==> src/rtl/led_pattern_engine_if.sv <==
// ----------------------------------------------------------------------------
// led_pattern_engine_if
//
// Purpose : Bundles the switch/button inputs and the LED/status outputs of
//           led_pattern_engine into one interface. The board (or VIO) side
//           uses the master modport and the engine uses the slave modport.
//
// Signals :
//   i_sw      [3:0]          [0] prescaler enable, [2:1] limit select,
//                            [3] direction (0 = toward MSB, 1 = toward LSB)
//   i_button  [3:0]          [0] advance mode, [1]/[2]/[3] select R/G/B
//   o_leds    [3:0]          [0] toggles per mode advance, [3:1] colour one-hot
//   o_led_r/g/b [NB_LEDS-1:0] pattern on the selected colour, 0 elsewhere
//   o_mode    [2:0]          current pattern mode
//   o_tick                   one-cycle prescaler pulse
// ----------------------------------------------------------------------------
`timescale 1ns/1ps

interface led_pattern_engine_if #(
    parameter int NB_LEDS = 4
);
    logic [3:0]         i_sw;
    logic [3:0]         i_button;
    logic [3:0]         o_leds;
    logic [NB_LEDS-1:0] o_led_r;
    logic [NB_LEDS-1:0] o_led_g;
    logic [NB_LEDS-1:0] o_led_b;
    logic [2:0]         o_mode;
    logic               o_tick;

    modport master (
        output i_sw,
        output i_button,
        input  o_leds,
        input  o_led_r,
        input  o_led_g,
        input  o_led_b,
        input  o_mode,
        input  o_tick
    );

    modport slave (
        input  i_sw,
        input  i_button,
        output o_leds,
        output o_led_r,
        output o_led_g,
        output o_led_b,
        output o_mode,
        output o_tick
    );
endinterface

==> src/rtl/led_pattern_engine.sv <==
// ----------------------------------------------------------------------------
// led_pattern_engine
//
// Purpose : Parametrised LED pattern controller. Generates one of five
//           animated patterns (SHIFT, FLASH, BOUNCE, FILL, BINARY) on an
//           NB_LEDS-wide bus, paced by a programmable prescaler. Synchronised,
//           edge-detected buttons advance the mode and pick the RGB channel.
//
// Ports   :
//   clock    single rising-edge clock
//   i_reset  synchronous, active-high reset (also clears synchroniser and
//            debounce state)
//   bus      led_pattern_engine_if.slave: i_sw, i_button in; o_leds,
//            o_led_r/g/b, o_mode, o_tick out (all outputs registered)
//
// Option  : define LEDPAT_DEBOUNCE_EN to insert a per-button stability filter
//           of DEBOUNCE_CYC cycles between the synchroniser and the edge
//           detector. Without it the edge detector sees the synchroniser
//           output directly.
// ----------------------------------------------------------------------------
`timescale 1ns/1ps

module led_pattern_engine #(
    parameter int              NB_LEDS      = 4,
    parameter int              NB_COUNTER   = 32,
    parameter longint unsigned LIMIT_0      = 64'd1 << (NB_COUNTER - 1),
    parameter longint unsigned LIMIT_1      = 64'd1 << (NB_COUNTER - 2),
    parameter longint unsigned LIMIT_2      = 64'd1 << (NB_COUNTER - 3),
    parameter longint unsigned LIMIT_3      = 64'd1 << (NB_COUNTER - 4),
    parameter int              DEBOUNCE_CYC = 16
) (
    input  logic                 clock,
    input  logic                 i_reset,
    led_pattern_engine_if.slave  bus
);

    typedef enum logic [2:0] {
        MODE_SHIFT  = 3'd0,
        MODE_FLASH  = 3'd1,
        MODE_BOUNCE = 3'd2,
        MODE_FILL   = 3'd3,
        MODE_BINARY = 3'd4
    } mode_e;

    localparam logic [NB_LEDS-1:0]    PAT_ONE  = NB_LEDS'(1);
    localparam logic [NB_LEDS-1:0]    PAT_ALL  = {NB_LEDS{1'b1}};
    localparam logic [NB_COUNTER-1:0] CNT_ONE  = NB_COUNTER'(1);
    // Terminal counts (LIMIT - 1) truncated to the counter width.
    localparam logic [NB_COUNTER-1:0] TERM_0   = NB_COUNTER'(LIMIT_0 - 64'd1);
    localparam logic [NB_COUNTER-1:0] TERM_1   = NB_COUNTER'(LIMIT_1 - 64'd1);
    localparam logic [NB_COUNTER-1:0] TERM_2   = NB_COUNTER'(LIMIT_2 - 64'd1);
    localparam logic [NB_COUNTER-1:0] TERM_3   = NB_COUNTER'(LIMIT_3 - 64'd1);

    if (NB_LEDS < 2 || DEBOUNCE_CYC < 1 ||
        LIMIT_0 < 2 || LIMIT_1 < 2 || LIMIT_2 < 2 || LIMIT_3 < 2) begin : g_param_check
        $error("led_pattern_engine: NB_LEDS, LIMIT_x must be >= 2 and DEBOUNCE_CYC >= 1");
    end

    // ------------------------------------------------------------------------
    // Button synchroniser and rising-edge detection
    // ------------------------------------------------------------------------
    logic [3:0] btn_meta_q;
    logic [3:0] btn_sync_q;
    logic [3:0] btn_prev_q;
    logic [3:0] btn_lvl;
    logic [3:0] btn_evt;

    // NOTE: sequential state is written with non-blocking assignments so every
    // flop samples the pre-edge value of its source; blocking here would
    // collapse the two synchroniser stages into one.
    always_ff @(posedge clock) begin
        if (i_reset) begin
            btn_meta_q <= '0;
            btn_sync_q <= '0;
            btn_prev_q <= '0;
        end else begin
            btn_meta_q <= bus.i_button;
            btn_sync_q <= btn_meta_q;
            btn_prev_q <= btn_lvl;
        end
    end

`ifdef LEDPAT_DEBOUNCE_EN
    localparam int DB_W = $clog2(DEBOUNCE_CYC + 1);

    logic [3:0]      btn_filt_q;
    logic [DB_W-1:0] db_cnt_q [4];

    // The filtered level follows the synchronised level only after it has
    // differed for DEBOUNCE_CYC consecutive cycles; any return resets the run.
    // NOTE: this counter array is ordinary flops, not a RAM, so it is reset
    // along with everything else; a memory macro could not be cleared this way.
    always_ff @(posedge clock) begin
        if (i_reset) begin
            btn_filt_q <= '0;
            for (int i = 0; i < 4; i++) db_cnt_q[i] <= '0;
        end else begin
            for (int i = 0; i < 4; i++) begin
                if (btn_sync_q[i] == btn_filt_q[i]) begin
                    db_cnt_q[i] <= '0;
                end else if (db_cnt_q[i] == DB_W'(DEBOUNCE_CYC - 1)) begin
                    btn_filt_q[i] <= btn_sync_q[i];
                    db_cnt_q[i]   <= '0;
                end else begin
                    db_cnt_q[i] <= db_cnt_q[i] + DB_W'(1);
                end
            end
        end
    end

    assign btn_lvl = btn_filt_q;
`else
    assign btn_lvl = btn_sync_q;
`endif

    assign btn_evt = btn_lvl & ~btn_prev_q;

    // ------------------------------------------------------------------------
    // Prescaler, mode FSM, pattern generator and colour select
    // ------------------------------------------------------------------------
    logic [NB_COUNTER-1:0] term_cnt;
    logic [NB_COUNTER-1:0] cnt_q, cnt_d;
    logic                  tick_q, tick_d;
    mode_e                 mode_q, mode_d;
    logic [NB_LEDS-1:0]    pat_q, pat_d;
    logic                  bounce_down_q, bounce_down_d;
    logic                  flag_q, flag_d;
    logic [2:0]            col_q, col_d;     // one-hot {B, G, R}
    logic [NB_LEDS-1:0]    led_r_q, led_g_q, led_b_q;

    always_comb begin
        term_cnt = TERM_0;
        case (bus.i_sw[2:1])
            2'd0: term_cnt = TERM_0;
            2'd1: term_cnt = TERM_1;
            2'd2: term_cnt = TERM_2;
            2'd3: term_cnt = TERM_3;
            default: term_cnt = TERM_0;
        endcase
    end

    // NOTE: every signal assigned in this block gets a default first, so no
    // path leaves a value unassigned and no latch is inferred.
    always_comb begin
        cnt_d         = cnt_q;
        tick_d        = 1'b0;
        mode_d        = mode_q;
        pat_d         = pat_q;
        bounce_down_d = bounce_down_q;
        flag_d        = flag_q;
        col_d         = col_q;

        // ">=" rather than "==" so shrinking the limit mid-count wraps at once
        // instead of running on to the counter's natural overflow.
        if (bus.i_sw[0]) begin
            if (cnt_q >= term_cnt) begin
                cnt_d  = '0;
                tick_d = 1'b1;
            end else begin
                cnt_d = cnt_q + CNT_ONE;
            end
        end

        if (btn_evt[0]) begin
            // A mode advance reloads the start pattern and restarts the
            // prescaler; a tick arriving on the same edge is dropped.
            case (mode_q)
                MODE_SHIFT:  mode_d = MODE_FLASH;
                MODE_FLASH:  mode_d = MODE_BOUNCE;
                MODE_BOUNCE: mode_d = MODE_FILL;
                MODE_FILL:   mode_d = MODE_BINARY;
                default:     mode_d = MODE_SHIFT;
            endcase
            pat_d         = (mode_d == MODE_SHIFT || mode_d == MODE_BOUNCE) ? PAT_ONE : '0;
            bounce_down_d = 1'b0;
            flag_d        = ~flag_q;
            cnt_d         = '0;
            tick_d        = 1'b0;
        end else begin
            case (mode_q)
                MODE_SHIFT: if (tick_q) begin
                    pat_d = bus.i_sw[3] ? {pat_q[0], pat_q[NB_LEDS-1:1]}
                                        : {pat_q[NB_LEDS-2:0], pat_q[NB_LEDS-1]};
                end
                MODE_FLASH: if (tick_q) begin
                    pat_d = ~pat_q;
                end
                MODE_BOUNCE: if (tick_q) begin
                    // Reverse when the lit bit sits at the end it is moving toward.
                    if (!bounce_down_q) begin
                        if (pat_q[NB_LEDS-1]) begin
                            pat_d         = pat_q >> 1;
                            bounce_down_d = 1'b1;
                        end else begin
                            pat_d = pat_q << 1;
                        end
                    end else begin
                        if (pat_q[0]) begin
                            pat_d         = pat_q << 1;
                            bounce_down_d = 1'b0;
                        end else begin
                            pat_d = pat_q >> 1;
                        end
                    end
                end
                MODE_FILL: if (tick_q) begin
                    if (pat_q == PAT_ALL)  pat_d = '0;
                    else if (bus.i_sw[3])  pat_d = {1'b1, pat_q[NB_LEDS-1:1]};
                    else                   pat_d = {pat_q[NB_LEDS-2:0], 1'b1};
                end
                MODE_BINARY: if (tick_q) begin
                    pat_d = bus.i_sw[3] ? pat_q - PAT_ONE : pat_q + PAT_ONE;
                end
                default: begin
                    // Unused codes recover to SHIFT with its start pattern.
                    mode_d        = MODE_SHIFT;
                    pat_d         = PAT_ONE;
                    bounce_down_d = 1'b0;
                end
            endcase
        end

        // Colour priority R > G > B; the register only ever holds one-hot codes.
        if      (btn_evt[1]) col_d = 3'b001;
        else if (btn_evt[2]) col_d = 3'b010;
        else if (btn_evt[3]) col_d = 3'b100;
    end

    always_ff @(posedge clock) begin
        if (i_reset) begin
            cnt_q         <= '0;
            tick_q        <= 1'b0;
            mode_q        <= MODE_SHIFT;
            pat_q         <= PAT_ONE;
            bounce_down_q <= 1'b0;
            flag_q        <= 1'b0;
            col_q         <= 3'b001;
            led_r_q       <= PAT_ONE;
            led_g_q       <= '0;
            led_b_q       <= '0;
        end else begin
            cnt_q         <= cnt_d;
            tick_q        <= tick_d;
            mode_q        <= mode_d;
            pat_q         <= pat_d;
            bounce_down_q <= bounce_down_d;
            flag_q        <= flag_d;
            col_q         <= col_d;
            // Colour outputs are registered from next-state values so they
            // change on the same edge as the pattern and colour registers.
            led_r_q       <= col_d[0] ? pat_d : '0;
            led_g_q       <= col_d[1] ? pat_d : '0;
            led_b_q       <= col_d[2] ? pat_d : '0;
        end
    end

    assign bus.o_leds  = {col_q, flag_q};
    assign bus.o_led_r = led_r_q;
    assign bus.o_led_g = led_g_q;
    assign bus.o_led_b = led_b_q;
    assign bus.o_mode  = mode_q;
    assign bus.o_tick  = tick_q;

endmodule

==> src/flat_wrapper.sv <==
// flat-port wrapper written by rule: the top's interface ports become plain ports
module led_pattern_engine_flat 
#(
    parameter int              NB_LEDS      = 4,
    parameter int              NB_COUNTER   = 32,
    parameter longint unsigned LIMIT_0      = 64'd1 << (NB_COUNTER - 1),
    parameter longint unsigned LIMIT_1      = 64'd1 << (NB_COUNTER - 2),
    parameter longint unsigned LIMIT_2      = 64'd1 << (NB_COUNTER - 3),
    parameter longint unsigned LIMIT_3      = 64'd1 << (NB_COUNTER - 4),
    parameter int              DEBOUNCE_CYC = 16
)
  (clock, i_reset, bus_i_sw, bus_i_button, bus_o_leds, bus_o_led_r, bus_o_led_g, bus_o_led_b, bus_o_mode, bus_o_tick);
  led_pattern_engine_if #(.NB_LEDS(NB_LEDS)) bus_i ();
  input  logic clock;
  input  logic i_reset;
  input wire logic [$bits(bus_i.i_sw)-1:0] bus_i_sw;
  input wire logic [$bits(bus_i.i_button)-1:0] bus_i_button;
  output wire logic [$bits(bus_i.o_leds)-1:0] bus_o_leds;
  output wire logic [$bits(bus_i.o_led_r)-1:0] bus_o_led_r;
  output wire logic [$bits(bus_i.o_led_g)-1:0] bus_o_led_g;
  output wire logic [$bits(bus_i.o_led_b)-1:0] bus_o_led_b;
  output wire logic [$bits(bus_i.o_mode)-1:0] bus_o_mode;
  output wire logic [$bits(bus_i.o_tick)-1:0] bus_o_tick;
  assign bus_i.i_sw = bus_i_sw;
  assign bus_i.i_button = bus_i_button;
  assign bus_o_leds = bus_i.o_leds;
  assign bus_o_led_r = bus_i.o_led_r;
  assign bus_o_led_g = bus_i.o_led_g;
  assign bus_o_led_b = bus_i.o_led_b;
  assign bus_o_mode = bus_i.o_mode;
  assign bus_o_tick = bus_i.o_tick;
  led_pattern_engine #(.NB_LEDS(NB_LEDS), .NB_COUNTER(NB_COUNTER), .LIMIT_0(LIMIT_0), .LIMIT_1(LIMIT_1), .LIMIT_2(LIMIT_2), .LIMIT_3(LIMIT_3), .DEBOUNCE_CYC(DEBOUNCE_CYC)) u_core (.clock(clock), .i_reset(i_reset), .bus(bus_i));
endmodule
==> config.mk <==
export PLATFORM = sky130hd
export DESIGN_NAME = led_pattern_engine_flat
export DESIGN_NICKNAME = d
export VERILOG_FILES = /design/src/rtl/led_pattern_engine_if.sv /design/src/rtl/led_pattern_engine.sv /design/src/flat_wrapper.sv
export SDC_FILE = /design/constraint.sdc
export NUM_CORES = 1
export LEC_CHECK = 0
export ABC_AREA = 1
export BUFFER_PORTS_ARGS = -buffer_cell sky130_fd_sc_hd__buf_4
export CAP_MARGIN = 5
export CORE_MARGIN = 5
export CORE_UTILIZATION = 45
export CTS_BUF_LIST = sky130_fd_sc_hd__clkbuf_4
export CTS_CLUSTER_SIZE = 16
export DETAILED_ROUTE_END_ITERATION = 10
export PLACE_DENSITY = 0.64
export SYNTH_ARGS = -nofsm -noshare
export SYNTH_HDL_FRONTEND = slang
export SYNTH_SLANG_ARGS = --single-unit
==> constraint.sdc <==
create_clock -name clock -period 2.1 [get_ports clock]
set_input_delay 0.21 -clock clock [delete_from_list [all_inputs] [get_ports clock]]
set_output_delay 0.21 -clock clock [all_outputs]
set_load 0.1 [all_outputs]
==> results.py <==
metrics = {
    "outcome": {
        "status": "finished clean",
    },
    "synth": {
        "synth_cells": 479,
        "synth-edff-count": 0,
        "synthesis.area_sq_um": 3550,
        "synth-async-reset-ratio_pct": 0,
        "yosysUniqueCellTypes": 41,
        "yosysSeqAreaShare_pct": 38.9,
        "synth.avg_cell_area_sq_um": 7.41,
        "synth_warnings": 0,
        "ys_ff_latch": 69,
        "synthFlopType": "dfxtp_1",
        "synth_nets": 498,
    },
    "sta": {
        "fin_crit_sh_pct": 86.3,
        "fin_crit_ns": 1.81,
        "setup_violations": 0,
        "fin_worst_skew_ns": 0.0156,
        "worst_pin_slew_ns": 0.523,
        "fmax_mhz": 552,
        "rsz0062_at_grt": "no",
        "finalHoldViolCount": 0,
        "setup_tns_ns": 0,
        "slew_violations": 0,
        "setup_slack_ns": 0.289,
        "relSlewSlack_pct": 65.1,
    },
    "cts": {
        "cts_tree": "done",
        "clock_path_buffers": 2,
        "clkSlewWorstSetupHoldPaths_ns": 0.12,
        "insertion_delay_ns": 0.41,
        "post_cts_buffers": 0,
        "cts_root_buffer": "clkbuf_4",
        "ctsResizeCount": 0,
        "h-tree-depth": 3,
        "cts_buffers": 9,
        "cts.sinks": 69,
    },
    "power": {
        "p_leak_nw": 1.65,
        "pwr-share-clk_pct": 35.4,
        "swShare_pct": 27.9,
        "p_comb_share_pct": 9.8,
        "switching_power_mw": 0.682,
        "power_density_nw_per_um2": 612,
        "internal_power_mw": 1.77,
        "power_frac_seq_pct": 54.9,
        "power.ir.vdd_worst_v": 0.000529,
    },
    "global_route": {
        "grt_util_all_layers_pct": 15.3,
        "antenna_found_initial": 0,
        "grt_pass1_vias": 2820,
        "grt_max_degree": 31,
        "gr-total-overflow": 0,
        "grt_pass1_wl_um": 12400,
    },
    "placed_design": {
        "dp_slack_ns": 0.247,
        "io_buffers": 29,
        "dp_cells": 603,
        "dp_hpwl_um": 5250,
        "gp_congestion": 0.941,
    },
    "worst_setup_path": {
        "cp-start-kind": "flop",
        "cpMostUsedCell": "nand2_1",
        "critPathMaxStageDelay_ns": 0.49,
        "crit_path_end_kind": "flop",
        "cp_num_buf_inv": 1,
        "cp_top_family": "simple AND/OR/NAND/NOR gates",
        "slowest_stage": "dfxtp_1",
        "worstPathMaxFanout": 7,
        "worst_ep_required_time_ns": 2.41,
        "arrival_ns": 2.12,
        "crit_chain": "inv_1 -> ha_1 -> a21oi_1 -> nand2_1 -> nand2_1 -> nand3_1 -> nand2_1 -> nand3_1 -> nand2_1 -> nor2_1",
        "critical_path_class": "reg -> reg",
    },
    "floorplanning": {
        "fp.dieH_um": 98.8,
        "dieArea_sq_um": 9760,
        "fp.dieW_um": 98.8,
        "rows": 32,
        "ios": 30,
        "start_util_pct": 46.1,
        "core_area_sq_um": 7690,
    },
    "finish": {
        "final_cells": 623,
        "drive_gt1_share_pct": 19.0,
        "fin_nets": 535,
        "antenna_cells": 0,
        "area_growth_syn_to_layout_pct": 12.9,
    },
    "routing": {
        "routedWlPerCell_um": 11.2,
        "drt_iter0_drc": 145,
        "drc_errors": 0,
        "drt-vias-per-instance": 4.75,
        "first_pass_iters": 4,
        "ant_nets": 0,
        "wirelength_um": 6970,
        "dr_total_vias": 2958,
    },
    "worst_hold_path": {
        "min_path_type": "in -> reg",
    },
    "run": {
        "cap_violations": 0,
    },
}
[registers in the layout, indices dropped and copies added, names as in the netlist]
register,cells
u_core.bounce_down_q,1
u_core.btn_lvl,4
u_core.btn_meta_q,4
u_core.btn_prev_q,4
u_core.bus.o_led_b,4
u_core.bus.o_led_g,4
u_core.bus.o_led_r,4
u_core.bus.o_mode,3
u_core.bus.o_tick,1
u_core.cnt_q,32
u_core.col_q,3
u_core.flag_q,1
u_core.pat_q,4
[Yosys cell counts (2+ instances only)]
cell / instances / area [sq um]
a21oi_1: 10 / 50.1
nor2_4: 7 / 78.8
xor2_1: 18 / 158
nand3_1: 39 / 195
nand4_1: 9 / 56.3
buf_12: 2 / 40.0
nor3_1: 3 / 15.0
dfxtp_1: 69 / 1380
nor3_2: 2 / 20.0
or2_2: 4 / 25.0
nand3_4: 2 / 35.0
o21ai_1: 3 / 15.0
buf_2: 3 / 15.0
ha_1: 8 / 100
inv_1: 57 / 214
o21ai_0: 11 / 55.1
inv_2: 3 / 11.3
xnor2_1: 6 / 52.6
a21oi_2: 2 / 17.5
nand3b_1: 2 / 15.0
nor2_2: 23 / 144
a31oi_1: 2 / 12.5
nor2_1: 72 / 270
nand2_1: 100 / 375
nand2_2: 6 / 37.5
[per-layer routing]
layer / up-vias / GRT usage (%) / share of wire (%)
met2: 55 / 23.2 / 43
met5: - / 0 / 0
met4: 0 / 6.30 / 0.96
li1: 1582 / - / -
met3: 10 / 2.97 / 4.1
met1: 1311 / 21.2 / 52
[cell type report]
cell class	instances	area, sq um
multi-input combinational	341	1860
clock buffer	9	67.6
inverter	60	225
timing repair buffer	35	273
sequential	69	1380
tap	102	128
clock inverter	7	72.6
fill	746	3680
[placed cells by master, fill, tap and decap left out, types with 3 or more instances in the layout]
master,n
dfxtp_1,69
o21ai_1,3
inv_2,3
o21ai_0,11
nor2_4,7
xor2_1,18
nor2_2,23
nand4_1,9
inv_1,57
nand2_1,100
dlygate4sd3_1,4
nor2_1,72
nor3_1,3
buf_4,31
or2_2,4
xnor2_1,6
nand3_1,39
clkbuf_4,9
ha_1,8
nand2_2,6
a21oi_1,10
[repair_timing]
| item | CTS | global route |
|---|---|---|
| endpoints found under the hold margin | 4 | 0 |
| setup endpoints to repair | 0 | 0 |
| hold buffers | 4 | 0 |
[power by group through the flow]
stage               clock network (mW)  registers (mW)  logic (mW)
CTS                              0.892            1.34       0.241
floorplan                            0            1.43       0.126
finish                           0.867            1.34       0.239
global route                     0.956            1.35       0.263
detailed placement                   0            1.37       0.234
global placement                     0            1.37       0.231
[metrics by stage]
stage / total power, mW / hold WS, ns / utilization, % / cell area (sq um)
finish: 2.45 / 0.107 / 52.1 / 4010
global route: 2.57 / 0.101 / 52.1 / 4010
CTS: 2.48 / 0.0881 / 52.1 / 4010
detailed placement: 1.61 / 0.395 / 49.8 / 3820
global placement: 1.60 / 0.389 / 49.8 / 3820
floorplan: 1.56 / 0.317 / - / 3550
[final timing paths]
| kind | start | end | slack (ns) | cells past startpoint |
|---|---|---|---|---|
| max | u_core.pat_q[2]$_SDFF_PP0_ | u_core.bus.o_led_g[3]$_SDFF_PP0_ | 0.29 | 10 |
| max reg2reg | u_core.pat_q[2]$_SDFF_PP0_ | u_core.bus.o_led_g[3]$_SDFF_PP0_ | 0.29 | 10 |
| min | i_reset | u_core.btn_lvl[3]$_SDFF_PP0_ | 0.11 | 2 |
| min reg2reg | u_core.btn_meta_q[3]$_SDFF_PP0_ | u_core.btn_lvl[3]$_SDFF_PP0_ | 0.41 | 2 |
[kinds of logic after synthesis]
kind of cell | synth area share, %
adder cells (fa/ha/maj) | 3.39
AO/OA/AOI/OAI | 5.08
XOR/XNOR | 5.93
flip-flops | 38.9
buffers and inverters | 8.68
AND/OR/NAND/NOR | 38.0
No activity file was read; power rests on OpenSTA's default activity.
